==> src/rtl/comm_frame_slave.sv <==
// comm_frame_slave: copter-side UART link endpoint.
// Receives 3-byte command frames (cmd, data_hi, data_lo) and presents them as one cmd/data
// word with a ready flag. Transmits single-byte responses back to the master.
//
// state      | meaning
// -----------+----------------------------------------------------------
// RX_IDLE    | line idle, watching for a synchronized 1->0 edge
// RX_START   | counting to mid start bit; a 1 there is treated as a glitch
// RX_DATA    | sampling 8 data bits, LSB first, one per bit time
// RX_STOP    | sampling the stop bit; 1 = byte accepted, 0 = framing error
// WAIT_CMD   | no partial frame; next byte is the opcode
// WAIT_HI    | opcode held; next byte is data_hi
// WAIT_LO    | opcode and data_hi held; next byte completes the frame
// TX_IDLE    | TX line high, waiting for send_resp
// TX_XMIT    | shifting start, 8 data bits and stop, each BAUD_DIV clocks
module comm_frame_slave #(
  parameter int BAUD_DIV  = 2604,
  parameter int FRAME_TMO = 1000000
) (
  input  logic        clk,
  input  logic        rst,
  input  logic        RX,
  output logic        TX,
  output logic [7:0]  cmd,
  output logic [15:0] data,
  output logic        cmd_rdy,
  input  logic        clr_cmd_rdy,
  input  logic [7:0]  resp,
  input  logic        send_resp,
  output logic        resp_sent,
  output logic        frm_err
);

  localparam int BW = $clog2(BAUD_DIV + 1);
  localparam int GW = $clog2(FRAME_TMO + 1);
  localparam logic [BW-1:0] HALF_BIT    = BW'(BAUD_DIV / 2);
  localparam logic [BW-1:0] FULL_BIT_M1 = BW'(BAUD_DIV - 1);
  localparam logic [BW-1:0] BAUD_ONE    = BW'(1);
  localparam logic [GW-1:0] GAP_LIMIT   = GW'(FRAME_TMO);
  localparam logic [GW-1:0] GAP_ONE     = GW'(1);

  typedef enum logic [1:0] {RX_IDLE, RX_START, RX_DATA, RX_STOP} rx_state_t;
  typedef enum logic [1:0] {WAIT_CMD, WAIT_HI, WAIT_LO} frm_state_t;
  typedef enum logic {TX_IDLE, TX_XMIT} tx_state_t;

  logic          rx_ff1, rx_sync, rx_prev;
  rx_state_t     rx_state;
  logic [BW-1:0] rx_cnt;
  logic [2:0]    rx_bits;
  logic [7:0]    rx_shift;
  logic          byte_rdy;
  logic          rx_fall;

  frm_state_t    frm_state;
  logic [GW-1:0] gap_cnt;
  logic [7:0]    pend_cmd, pend_hi;
  logic          frame_done;

  tx_state_t     tx_state;
  logic [BW-1:0] tx_cnt;
  logic [3:0]    tx_bits;
  logic [8:0]    tx_shift;

  // Two-flop synchronizer for the asynchronous RX pin, plus one history flop for edge detect.
  always_ff @(posedge clk) begin
    if (rst) begin
      rx_ff1  <= 1'b1;
      rx_sync <= 1'b1;
      rx_prev <= 1'b1;
    end else begin
      rx_ff1  <= RX;
      rx_sync <= rx_ff1;
      rx_prev <= rx_sync;
    end
  end

  assign rx_fall    = (rx_state == RX_IDLE) && rx_prev && !rx_sync;
  assign frame_done = byte_rdy && (frm_state == WAIT_LO);

  // UART receiver: mid-bit sampling with a down-counting baud timer.
  always_ff @(posedge clk) begin
    if (rst) begin
      rx_state <= RX_IDLE;
      rx_cnt   <= '0;
      rx_bits  <= '0;
      rx_shift <= '0;
      byte_rdy <= 1'b0;
      frm_err  <= 1'b0;
    end else begin
      byte_rdy <= 1'b0;
      frm_err  <= 1'b0;
      case (rx_state)
        RX_IDLE: begin
          if (rx_fall) begin
            rx_state <= RX_START;
            rx_cnt   <= HALF_BIT;
          end
        end
        RX_START: begin
          if (rx_cnt == '0) begin
            if (rx_sync) begin
              rx_state <= RX_IDLE;
            end else begin
              rx_state <= RX_DATA;
              rx_cnt   <= FULL_BIT_M1;
              rx_bits  <= '0;
            end
          end else begin
            rx_cnt <= rx_cnt - BAUD_ONE;
          end
        end
        RX_DATA: begin
          if (rx_cnt == '0) begin
            rx_shift <= {rx_sync, rx_shift[7:1]};
            rx_cnt   <= FULL_BIT_M1;
            if (rx_bits == 3'd7) begin
              rx_state <= RX_STOP;
            end else begin
              rx_bits <= rx_bits + 3'd1;
            end
          end else begin
            rx_cnt <= rx_cnt - BAUD_ONE;
          end
        end
        RX_STOP: begin
          if (rx_cnt == '0) begin
            // Return to idle at mid stop bit so the next start edge is not missed.
            byte_rdy <= rx_sync;
            frm_err  <= !rx_sync;
            rx_state <= RX_IDLE;
          end else begin
            rx_cnt <= rx_cnt - BAUD_ONE;
          end
        end
        default: rx_state <= RX_IDLE;
      endcase
    end
  end

  // Frame assembly with inter-byte timeout; cmd/data only change on a complete frame.
  always_ff @(posedge clk) begin
    if (rst) begin
      frm_state <= WAIT_CMD;
      gap_cnt   <= '0;
      pend_cmd  <= '0;
      pend_hi   <= '0;
      cmd       <= '0;
      data      <= '0;
    end else if (frm_err) begin
      frm_state <= WAIT_CMD;
      gap_cnt   <= '0;
    end else if (byte_rdy) begin
      gap_cnt <= '0;
      case (frm_state)
        WAIT_CMD: begin
          pend_cmd  <= rx_shift;
          frm_state <= WAIT_HI;
        end
        WAIT_HI: begin
          pend_hi   <= rx_shift;
          frm_state <= WAIT_LO;
        end
        WAIT_LO: begin
          cmd       <= pend_cmd;
          data      <= {pend_hi, rx_shift};
          frm_state <= WAIT_CMD;
        end
        default: frm_state <= WAIT_CMD;
      endcase
    end else if (frm_state != WAIT_CMD) begin
      if (gap_cnt >= GAP_LIMIT) begin
        frm_state <= WAIT_CMD;
        gap_cnt   <= '0;
      end else begin
        gap_cnt <= gap_cnt + GAP_ONE;
      end
    end else begin
      gap_cnt <= '0;
    end
  end

  // Ready flag: a completing frame wins over any clear in the same cycle.
  always_ff @(posedge clk) begin
    if (rst) begin
      cmd_rdy <= 1'b0;
    end else if (frame_done) begin
      cmd_rdy <= 1'b1;
    end else if (clr_cmd_rdy || (rx_fall && (frm_state == WAIT_CMD))) begin
      cmd_rdy <= 1'b0;
    end
  end

  // UART transmitter: start bit driven the clock after send_resp, stop bit held a full bit time.
  always_ff @(posedge clk) begin
    if (rst) begin
      tx_state  <= TX_IDLE;
      tx_cnt    <= '0;
      tx_bits   <= '0;
      tx_shift  <= '0;
      TX        <= 1'b1;
      resp_sent <= 1'b0;
    end else begin
      case (tx_state)
        TX_IDLE: begin
          if (send_resp) begin
            tx_shift  <= {1'b1, resp};
            TX        <= 1'b0;
            tx_cnt    <= FULL_BIT_M1;
            tx_bits   <= '0;
            resp_sent <= 1'b0;
            tx_state  <= TX_XMIT;
          end
        end
        TX_XMIT: begin
          if (tx_cnt == '0) begin
            if (tx_bits == 4'd9) begin
              TX        <= 1'b1;
              resp_sent <= 1'b1;
              tx_state  <= TX_IDLE;
            end else begin
              TX       <= tx_shift[0];
              tx_shift <= {1'b0, tx_shift[8:1]};
              tx_bits  <= tx_bits + 4'd1;
              tx_cnt   <= FULL_BIT_M1;
            end
          end else begin
            tx_cnt <= tx_cnt - BAUD_ONE;
          end
        end
        default: tx_state <= TX_IDLE;
      endcase
    end
  end

endmodule

==> config.mk <==
export PLATFORM = sky130hd
export DESIGN_NAME = comm_frame_slave
export DESIGN_NICKNAME = d
export VERILOG_FILES = /design/src/rtl/comm_frame_slave.sv
export SDC_FILE = /design/constraint.sdc
export NUM_CORES = 1
export LEC_CHECK = 0
export ABC_AREA = 1
export CELL_PAD_IN_SITES_DETAIL_PLACEMENT = 1
export CELL_PAD_IN_SITES_GLOBAL_PLACEMENT = 2
export CORE_MARGIN = 2
export CORE_UTILIZATION = 36
export DETAILED_ROUTE_END_ITERATION = 7
export PLACE_DENSITY = 0.92
export SKIP_LAST_GASP = 1
export SYNTH_ARGS = -nofsm -noshare
export SYNTH_HDL_FRONTEND = slang
export SYNTH_SLANG_ARGS = --single-unit
==> constraint.sdc <==
create_clock -name clk -period 5.25 [get_ports clk]
set_clock_uncertainty 0.1 [all_clocks]
set_input_delay 1.05 -clock clk [delete_from_list [all_inputs] [get_ports clk]]
set_output_delay 1.05 -clock clk [all_outputs]
set_load 0.02 [all_outputs]
==> Flow_metrics.wiki <==
{| class="wikitable"
! Metric !! Value
|-
| Global-route wire length before repair || 26,300 um
|-
| Insertion delay to the later sink of the worst-skew pair || 0.41 ns
|-
| Worst-case setup slack after placement || 1.92 ns
|-
| DIE AREA || 0.0172 sq mm
|-
| Max transition margin || 27.3%
|-
| H-tree level count || 4
|-
| Area added between synthesis and finish || 19.0%
|-
| Max FO, Critical Path || 20
|-
| Largest net degree at the start of global routing || 75
|-
| First-iteration detailed-routing DRC count || 269
|-
| Synthesized instance count || 815
|-
| Synthesized area divided by synthesized cell count || 7.15 sq um
|-
| Number of antenna violations at the first check in global routing || 0
|-
| P_sw || 933 uW
|-
| Number of flip-flops and latches in the synthesized netlist || 121
|-
| Row Count || 46
|-
| Aggregate global routing overflow || 0
|-
| Max rail drop VDD || 0.234 mV
|-
| Die Width || 131 um
|-
| Sequential-to-total area share from yosys stat || 41.6%
|-
| Total negative setup slack || 0 ns
|-
| Switching part of the total power || 32.6%
|-
| Number of max-cap violations || 0
|-
| Worst Tran Pin Value || 1.09 ns
|-
| Number of buffers inserted by post-CTS setup repair || 0
|-
| Setup repair after global routing missed its margin || no
|-
| Area of the core || 0.0158 sq mm
|-
| Fraction of final layout cells sized beyond drive strength 1 || 8.96%
|-
| Root buffer cell || sky130_fd_sc_hd__clkbuf_16
|-
| Antenna viol nets, final || 0
|-
| Total Routed Length || 15,100 um
|-
| EDFF count, synth || 0
|-
| Achievable clock frequency || 0.348 GHz
|-
| Hold bufs inserted after CTS || 0
|-
| Signal arrival time at the worst endpoint || 3.10 ns
|-
| Met3 GRT Util || 4.36%
|-
| Source of the worst register-to-register timing path || tx_state
|-
| Vias in the first global route || 5,541
|-
| Count of yosys warnings during synthesis || 0
|-
| Worst endpoint required time || 5.47 ns
|-
| Unique cell type count in the Yosys netlist || 40
|-
| Leading cell type in the layout, fill and taps excluded || sky130_fd_sc_hd__nand2_1
|-
| Endpoint class of the critical path || register
|-
| Combinational group share of total power || 23.6%
|-
| Synthesized netlist net count || 843
|-
| Part of the total power dissipated in the clock network || 40.3%
|-
| Count of unresolved DRC violations after routing || 0
|-
| Clock buffer count from CTS || 17
|-
| Boundary pin count || 41
|-
| Async SR Flop Fraction || 0%
|-
| Origin of the worst min-delay path || rx_ff1
|-
| Count of input and output buffers || 40
|-
| Final non-filler cell area || 0.00694 sq mm
|-
| Worst hold path type || reg2reg
|-
| Detailed-route via count || 5,307
|-
| Weighted congestion at the end of routability-driven global placement || 0.806
|-
| Count of antenna diodes in the layout || 0
|-
| Clock transition at the registers of the reported paths || 0.06 ns
|-
| GRT met1 Usage || 22.8%
|-
| TritonCTS clock tree || done
|-
| Post-cts gate resize count || 0
|-
| WL per Instance || 14.0 um
|-
| Layer with the highest usage after global routing || met2
|-
| Main synth FF type || sky130_fd_sc_hd__dfxtp_1
|-
| Final setup violating endpoints || 0
|-
| Internal power summed over all cells || 1930 uW
|-
| Sequential group share of total power || 36.1%
|-
| Post-route minimum period || 2.87 ns
|-
| Run status || finished clean
|-
| Pwr per Cell Area || 413 mW/mm^2
|-
| Worst Hold Slack || 0.329 ns
|-
| Final setup margin || 2.38 ns
|-
| Worst-case clock buffer depth || 2
|-
| Type of the setup path with the least slack || in2reg
|-
| Post-detailed-placement cell area || 0.00635 sq mm
|-
| Met2 layer usage reported by global route || 31.4%
|-
| Vias per inst || 4.94
|-
| Worst setup path start || rst
|-
| Combined area of all synthesized cells || 0.00583 sq mm
|-
| Chip height || 131 um
|-
| Most frequent cells in the layout || sky130_fd_sc_hd__nand2_1, sky130_fd_sc_hd__nor2_1, sky130_fd_sc_hd__dfxtp_1
|-
| Startpoint Class || input port
|-
| Final number of hold-violating endpoints || 0
|-
| First-pass DRT Iterations || 4
|-
| Initial Utilization || 36.8%
|-
| Total GRT Usage || 18.3%
|-
| Clock tree sinks || 121
|-
| Reported leakage power || 0.00287 uW
|-
| Max-slew violation count || 0
|-
| Half-perimeter wire length after placement || 10,000 um
|-
| Nets || 874
|-
| Final worst-path cycle share || 54.7%
|}
cell usage after synthesis (7+ instances only):
cell	instances	area (sq um)
sky130_fd_sc_hd__or2_2	10	62.6
sky130_fd_sc_hd__clkbuf_1	17	63.8
sky130_fd_sc_hd__inv_1	69	259
sky130_fd_sc_hd__o21ai_0	70	350
sky130_fd_sc_hd__nand2_1	161	604
sky130_fd_sc_hd__nor2_1	130	488
sky130_fd_sc_hd__buf_2	7	35.0
sky130_fd_sc_hd__xor2_1	8	70.1
sky130_fd_sc_hd__nand3_1	35	175
sky130_fd_sc_hd__nor3_1	11	55.1
sky130_fd_sc_hd__nand4_1	22	138
sky130_fd_sc_hd__o21ai_1	7	35.0
sky130_fd_sc_hd__ha_1	15	188
sky130_fd_sc_hd__a21oi_1	75	375
sky130_fd_sc_hd__dfxtp_1	121	2420
power by group through the flow:
stage / sequential (uW) / clock [uW] / combinational (uW)
floorplan: 1040 / 0 / 529
global placement: 1050 / 0 / 664
detailed placement: 1050 / 0 / 675
CTS: 1030 / 1180 / 683
global route: 1040 / 1220 / 783
finish: 1030 / 1150 / 675
worst max-delay path, stage by stage:
cell and delay (ns):
sky130_fd_sc_hd__clkdlybuf4s50_1 0.65, sky130_fd_sc_hd__nor2_1 0.22, sky130_fd_sc_hd__inv_1 0.08, sky130_fd_sc_hd__nor3_1 0.14
sky130_fd_sc_hd__nand3_1 0.58, sky130_fd_sc_hd__nor3b_1 0.36
final timing paths:
path / depth (start not counted) / endpoint / slack (ns)
worst max-delay path: 6 / gap_cnt[2] / 2.38
worst max register to register: 7 / tx_cnt[0] / 2.51
worst min register to register: 1 / rx_sync / 0.33
worst min-delay path: 1 / rx_sync / 0.33
area by class of cell:
cell class                 count  area (sq um)
fill                        1984          8890
timing repair buffer          42           415
sequential                   121          2420
tap                          216           270
clock inverter                10           119
inverter                      74           279
multi-input combinational    590          2970
clock buffer                  22           464
sequential cells by signal, summed over array words and instances (netlist names), 2 cells and up, named ones only:
register	cells
gap_cnt	20
data	16
rx_cnt	12
tx_cnt	12
tx_shift	9
cmd	8
pend_cmd	8
pend_hi	8
rx_shift	8
tx_bits	4
rx_bits	3
frm_state	2
routing by layer:
layer / vias up / share of wire, %
met5: - / 0
met4: 0 / 1.1
met3: 16 / 3.1
met2: 54 / 48
met1: 2518 / 48
li1: 2719 / -
logic make-up after synthesis:
logic type / Yosys count / share of synthesized area, %
flops: 121 / 41.6
simple gates: 402 / 31.6
buf+inv: 104 / 7.58
fa+ha+maj: 15 / 3.22
compound gates: 162 / 14.4
xor+xnor: 11 / 1.65
through the flow:
step                util, %  cells  power, uW
finish                 43.8   1075       2860
global route           43.8   1075       3050
CTS                    43.8   1075       2890
detailed placement     40.2   1043       1730
global placement       40.2   1043       1720
floorplan                 -    815       1570
No activity file was read; power rests on OpenSTA's default activity.
